==> src/rtl/mux_2x1_rr_arbiter.sv <==
// Round-robin arbiter sharing one registered valid/ready output stage between two requesters.
// Optional packet locking is enabled by defining MUX_ARB_LOCK_EN.
module mux_2x1_rr_arbiter #(
    parameter int DATA_W = 8
) (
    input  logic              clk,
    input  logic              rst_n,
    input  logic              a_valid,
    input  logic [DATA_W-1:0] a_data,
    input  logic              a_last,
    output logic              a_ready,
    input  logic              b_valid,
    input  logic [DATA_W-1:0] b_data,
    input  logic              b_last,
    output logic              b_ready,
    output logic              y_valid,
    output logic [DATA_W-1:0] y_data,
    output logic              y_last,
    input  logic              y_ready,
    output logic              sel
);

    typedef enum logic [1:0] {
        ST_IDLE   = 2'd0,
        ST_BUSY_A = 2'd1,
        ST_BUSY_B = 2'd2
    } state_e;

    state_e            state_q;
    state_e            state_d;
    logic              prio_q;
    logic              prio_d;
    logic              y_valid_q;
    logic              y_valid_d;
    logic [DATA_W-1:0] y_data_q;
    logic [DATA_W-1:0] y_data_d;
    logic              y_last_q;
    logic              y_last_d;

    logic              grant_s;
    logic              out_free_s;
    logic              accept_s;
    logic              eff_last_s;
    logic [DATA_W-1:0] acc_data_s;

`ifdef MUX_ARB_LOCK_EN
    assign eff_last_s = grant_s ? b_last : a_last;
`else
    // Per-beat arbitration: every beat closes its own "packet".
    logic unused_last_s;
    assign unused_last_s = a_last ^ b_last;
    assign eff_last_s    = 1'b1;
`endif

    // Grant selection: locked owner in BUSY_x, otherwise sole requester or priority.
    always_comb begin
        grant_s = prio_q;
        case (state_q)
            ST_IDLE: begin
                if (a_valid && !b_valid) begin
                    grant_s = 1'b0;
                end else if (!a_valid && b_valid) begin
                    grant_s = 1'b1;
                end else begin
                    grant_s = prio_q;
                end
            end
            ST_BUSY_A: grant_s = 1'b0;
            ST_BUSY_B: grant_s = 1'b1;
            default:   grant_s = prio_q;
        endcase
    end

    assign out_free_s = !y_valid_q || y_ready;
    // Handshakes are forced low while reset is asserted.
    assign a_ready    = rst_n && out_free_s && !grant_s;
    assign b_ready    = rst_n && out_free_s && grant_s;
    assign sel        = rst_n && grant_s;
    assign accept_s   = grant_s ? (b_valid && b_ready) : (a_valid && a_ready);
    assign acc_data_s = grant_s ? b_data : a_data;

    // Next-state and priority update on each accepted beat.
    always_comb begin
        state_d = state_q;
        prio_d  = prio_q;
        if (accept_s) begin
            if (eff_last_s) begin
                state_d = ST_IDLE;
                prio_d  = !grant_s;
            end else begin
                state_d = grant_s ? ST_BUSY_B : ST_BUSY_A;
                prio_d  = prio_q;
            end
        end else begin
            state_d = state_q;
            prio_d  = prio_q;
        end
    end

    // Output stage: load on accept, drain on y_ready, otherwise hold.
    always_comb begin
        y_valid_d = y_valid_q;
        y_data_d  = y_data_q;
        y_last_d  = y_last_q;
        if (accept_s) begin
            y_valid_d = 1'b1;
            y_data_d  = acc_data_s;
            y_last_d  = eff_last_s;
        end else if (y_ready) begin
            y_valid_d = 1'b0;
        end else begin
            y_valid_d = y_valid_q;
        end
    end

    // Arbitration state registers.
    always_ff @(posedge clk or negedge rst_n) begin
        if (!rst_n) begin
            state_q <= ST_IDLE;
            prio_q  <= 1'b0;
        end else begin
            state_q <= state_d;
            prio_q  <= prio_d;
        end
    end

    // Output payload registers.
    always_ff @(posedge clk or negedge rst_n) begin
        if (!rst_n) begin
            y_valid_q <= 1'b0;
            y_data_q  <= {DATA_W{1'b0}};
            y_last_q  <= 1'b0;
        end else begin
            y_valid_q <= y_valid_d;
            y_data_q  <= y_data_d;
            y_last_q  <= y_last_d;
        end
    end

    assign y_valid = y_valid_q;
    assign y_data  = y_data_q;
    assign y_last  = y_last_q;

endmodule

==> config.mk <==
export PLATFORM = sky130hd
export DESIGN_NAME = mux_2x1_rr_arbiter
export DESIGN_NICKNAME = d
export VERILOG_FILES = /design/src/rtl/mux_2x1_rr_arbiter.sv
export SDC_FILE = /design/constraint.sdc
export NUM_CORES = 1
export LEC_CHECK = 0
export ABC_AREA = 1
export CAP_MARGIN = 20
export CORE_MARGIN = 4
export CORE_UTILIZATION = 36
export CTS_BUF_LIST = sky130_fd_sc_hd__clkbuf_8 sky130_fd_sc_hd__clkbuf_16
export CTS_CLUSTER_SIZE = 14
export DETAILED_ROUTE_END_ITERATION = 10
export PLACE_DENSITY = 0.79
export SLEW_MARGIN = 15
export SYNTH_ARGS = -nofsm -noshare
export SYNTH_HDL_FRONTEND = slang
export SYNTH_SLANG_ARGS = --single-unit
==> constraint.sdc <==
create_clock -name clk -period 1.1 [get_ports clk]
set_input_delay 0.22 -clock clk [delete_from_list [all_inputs] [get_ports clk]]
set_output_delay 0.22 -clock clk [all_outputs]
set_load 0.01 [all_outputs]
# After elaboration in Yosys (flattened, before gate mapping)
# Index checks and enable logic that the tools add are counted.
totals:
  reg_bits: 11
  inputBits: 23
  output_inout_bits: 13
  wordCells: 24
classes:
  n_mux: 6
  n_reduce_logical: 14
ops:
  columns: ["cell", "n"]
  rows:
  - ["logical AND 1 bit", 8]
  - ["two-way mux 8 bit", 1]
  - ["two-way mux 1 bit", 5]
  - ["logical NOT 1 bit", 4]
  - ["nonzero test 2 bit", 1]
  - ["logical OR 1 bit", 1]

# Logic depth before layout (Yosys ltp)
depth:
  ltp_word: 9
  depth_mapped: 7
  mapped_depth_nobuf: 7

# Worst setup path after synthesis
# Ideal clock, no wire load.
synth_timing:
  path_type: "reg2out"
  startpoint: "register prio_q"
  endpoint: "output port a_ready"
  t_arrival_ns: 0.864
  required_ns: 0.880
  setup_slack_ns: 0.016
  stages_incl_launch_ff: 5
  n_path_buf: 1
  cell_sequence: "dfrtp_1 -> nand2_1 -> nand2_1 -> buf_4 -> a21oi_1"
synth_between:
  elab_chain_cells: 4
synth_lines:
  columns: ["item", "line", "rtl"]
  rows:
  - ["start: declaration", "31", "logic prio_q;"]
  - ["start signal: assignment", "123", "prio_q <= prio_d;"]
  - ["two-way mux 1 bit", "62", "end else if (!a_valid && b_valid) begin"]
  - ["two-way mux 1 bit", "60", "if (a_valid && !b_valid) begin"]
  - ["logical NOT 1 bit", "76", "assign a_ready = rst_n && out_free_s && !grant_s;"]
  - ["logical AND 1 bit", "76", null]
  - ["end: declaration", "11", "output logic a_ready,"]
# No other way between the ends.

# Worst setup path after layout
# Ends and elaborated chain as after synthesis.

==> results.ini <==
[status]
status = finished, violations left
violations = negative setup slack

[critical_path]
r2r_end = y_data[1]$_DFFE_PN0P_
cp_max_fo = 3
cp.arrival_ns = 1.14
r2r_cells = 9
critPathLaunchType = flop
path_class = flop to primary output
r2r_setup_slack_ns = -0.11
cp-startpoint = prio_q$_DFFE_PN0P_
r2r-start = prio_q$_DFFE_PN0P_
cp-endpoint = a_ready
end_kind = primary output
cp.required_ns = 0.88

[die]
pin_count = 36
die_x_um = 49.81
initial_utilization_pct = 39.92
dieArea_mm2 = 0.002481
core_area_mm2 = 0.001577
std_cell_rows = 14
die_height_um = 49.81

[pwr]
vdd_drop_max_mv = 0.8523
power_frac_comb_pct = 38.9
p_int_mw = 1.018
power.switching_mw = 0.4689
power.leakage_nw = 0.6388
seqPwrFrac_pct = 34.9
pwr_density_cell_mw_per_mm2 = 1277
power_frac_clock_pct = 26.2
swShare_pct = 31.53

[flow_run]
maxCapViolCount = 0

[timing]
setup_viol = 13
drv_slew = 0
fin_crit_ns = 1.361
fmax_mhz = 734.9
slew_headroom_pct = 82.52
setup_ws_ns = -0.2607
rsz0062_at_grt = yes
worst_slew_pin_slew_ns = 0.2623
finalHoldViolations = 0
clock_skew_ns = 0.004431
setup_tns_ns = -1.520
fin_crit_sh_pct = 123.7

[layout]
most-common-layout-cells = nand2_1, inv_1, clkdlybuf4s50_1
final_nets = 162
mostFrequentLayoutCell = nand2_1
finalInstanceArea_mm2 = 0.001165
diodes = 0
drive_gt1_share_pct = 30.43
layout-area-overhead-vs-synth_pct = 85.09
final_core_util_pct = 73.89

[yosys]
synth.ff_latch_count = 11
netlist_top_cells_area = dfrtp_1, nand2_1, nand3_1
yosys.area.top_type = dfrtp_1
syn_area_um2 = 629.4
syn_avg_cell_area_um2 = 7.071
yosysWarnings = 0
synth.distinct_cells = 14
synthCells = 89
ys_seq_area_share_pct = 43.74
syn-num-nets = 112
synthDominantCellAreaShare_pct = 43.74

[global_routing]
antenna_found_initial = 0
grt_max_degree = 10
grt_usage_pct = 16.95
grt_overflow = 0
grt_pass1_vias = 739
grt_pass1_wl_um = 3277

[clock_tree]
cts_sinks = 11
worstSkewPairLatency_ns = 0.23
htreeDepth = 1
cts_made_buffers = 3
cts_tree = built
clock-root-buffer = clkbuf_8
cts.reportedPaths.clkPinSlew_ns = 0.05
cts_buffer_depth = 2
cts_hold_buf = 0

[detailed_routing]
first_pass_iters = 4
wl_per_cell_um = 12.66
avgViaCountPerCell = 4.740
drc = 0
wl_um = 1949
ant_nets = 0
drtIter0Drc = 11
num_vias = 730

[placed_design]
dp_hpwl_um = 1387
io_buffers = 33
placed_area_mm2 = 0.001044
place.gp.congestion = 0.7671

[min_path]
min_path_type = primary input to asynchronous set/reset pin

==> metal layers <==
layer  share of wire [%]  up-vias  GRT usage, %
li1                    -      362             -
met1                  38      340         18.47
met4                 1.7        0         5.530
met5                   0        -             0
met3                 5.6        2         3.614
met2                  55       26         31.94
==> critical path, stage by stage (launching register included) <==
cell and delay, ns:
dfrtp_1 0.38, nand2_1 0.07, nand2_2 0.09, buf_6 0.13
a21oi_2 0.10, buf_2 0.14
==> how the worst min path moves through the flow <==
stage	from	to	slack, ns	cells after the start
6_report	rst_n	y_data[4]$_DFFE_PN0P_	0.20	2
2_1_floorplan	rst_n	prio_q$_DFFE_PN0P_	-0.08	0
3_5_place_dp	y_last$_DFFE_PN0P_	y_last$_DFFE_PN0P_	0.45	1
3_3_place_gp	y_last$_DFFE_PN0P_	y_last$_DFFE_PN0P_	0.45	1
4_1_cts	rst_n	y_data[4]$_DFFE_PN0P_	0.16	2
5_1_grt	rst_n	y_data[2]$_DFFE_PN0P_	0.20	2
==> stage by stage <==
stage / hold WS (ns) / total power, mW / worst slack [ns] / std cells
floorplan: -0.07559 / 0.7477 / 0.01558 / 89
global placement: 0.4508 / 1.068 / -0.7428 / 147
detailed placement: 0.4532 / 1.078 / -0.7844 / 147
CTS: 0.1580 / 1.476 / -0.2663 / 152
global route: 0.2002 / 1.578 / -0.3176 / 154
finish: 0.2012 / 1.487 / -0.2607 / 154
==> synth_stat cells, drive strengths merged <==
| cell type | instances |
|---|---|
| nand2 | 31 |
| inv | 21 |
| nand3 | 16 |
| dfrtp | 11 |
| nor2 | 5 |
| buf | 2 |
| a21oi | 1 |
| o21bai | 1 |
| or2 | 1 |
==> logic make-up (layout without fill, tap and decap cells) <==
| family | count (synthesis) | count (layout) | share of synthesized area (%) |
|---|---|---|---|
| AOI/OAI and AO/OA | 2 | 2 | 1.988 |
| buffers and inverters | 23 | 72 | 15.51 |
| DFF | 11 | 11 | 43.74 |
| and+or+nand+nor | 53 | 53 | 38.77 |
==> area by class of cell <==
class                   instances  area [µm²]
clock buffers                   3       41.29
clock inverters                 1       3.754
fillers                       119       411.6
inverters                      21       83.83
multi-input cells              55       320.3
flip-flops and latches         11       275.3
well taps                      16       20.02
repair buffers                 47       420.4
==> power by group through the flow <==
stage / Sequential, mW / Clock (mW) / Combinational (mW)
detailed placement: 0.526 / 0 / 0.552
floorplan: 0.557 / 0 / 0.191
global placement: 0.524 / 0 / 0.544
CTS: 0.519 / 0.404 / 0.553
finish: 0.518 / 0.390 / 0.578
global route: 0.529 / 0.422 / 0.627
==> what timing repair did <==
action	4_1_cts	5_1_grt
buffers inserted	1	2
gates resized for setup	53	6
setup endpoints to repair	24	16
pin swaps	20	6
==> state kept, by name, indices dropped and copies added, names as in the netlist <==
register and count:
y_data 8, y_last 1, y_valid 1, prio_q 1
(Power assumes the default switching activity.)
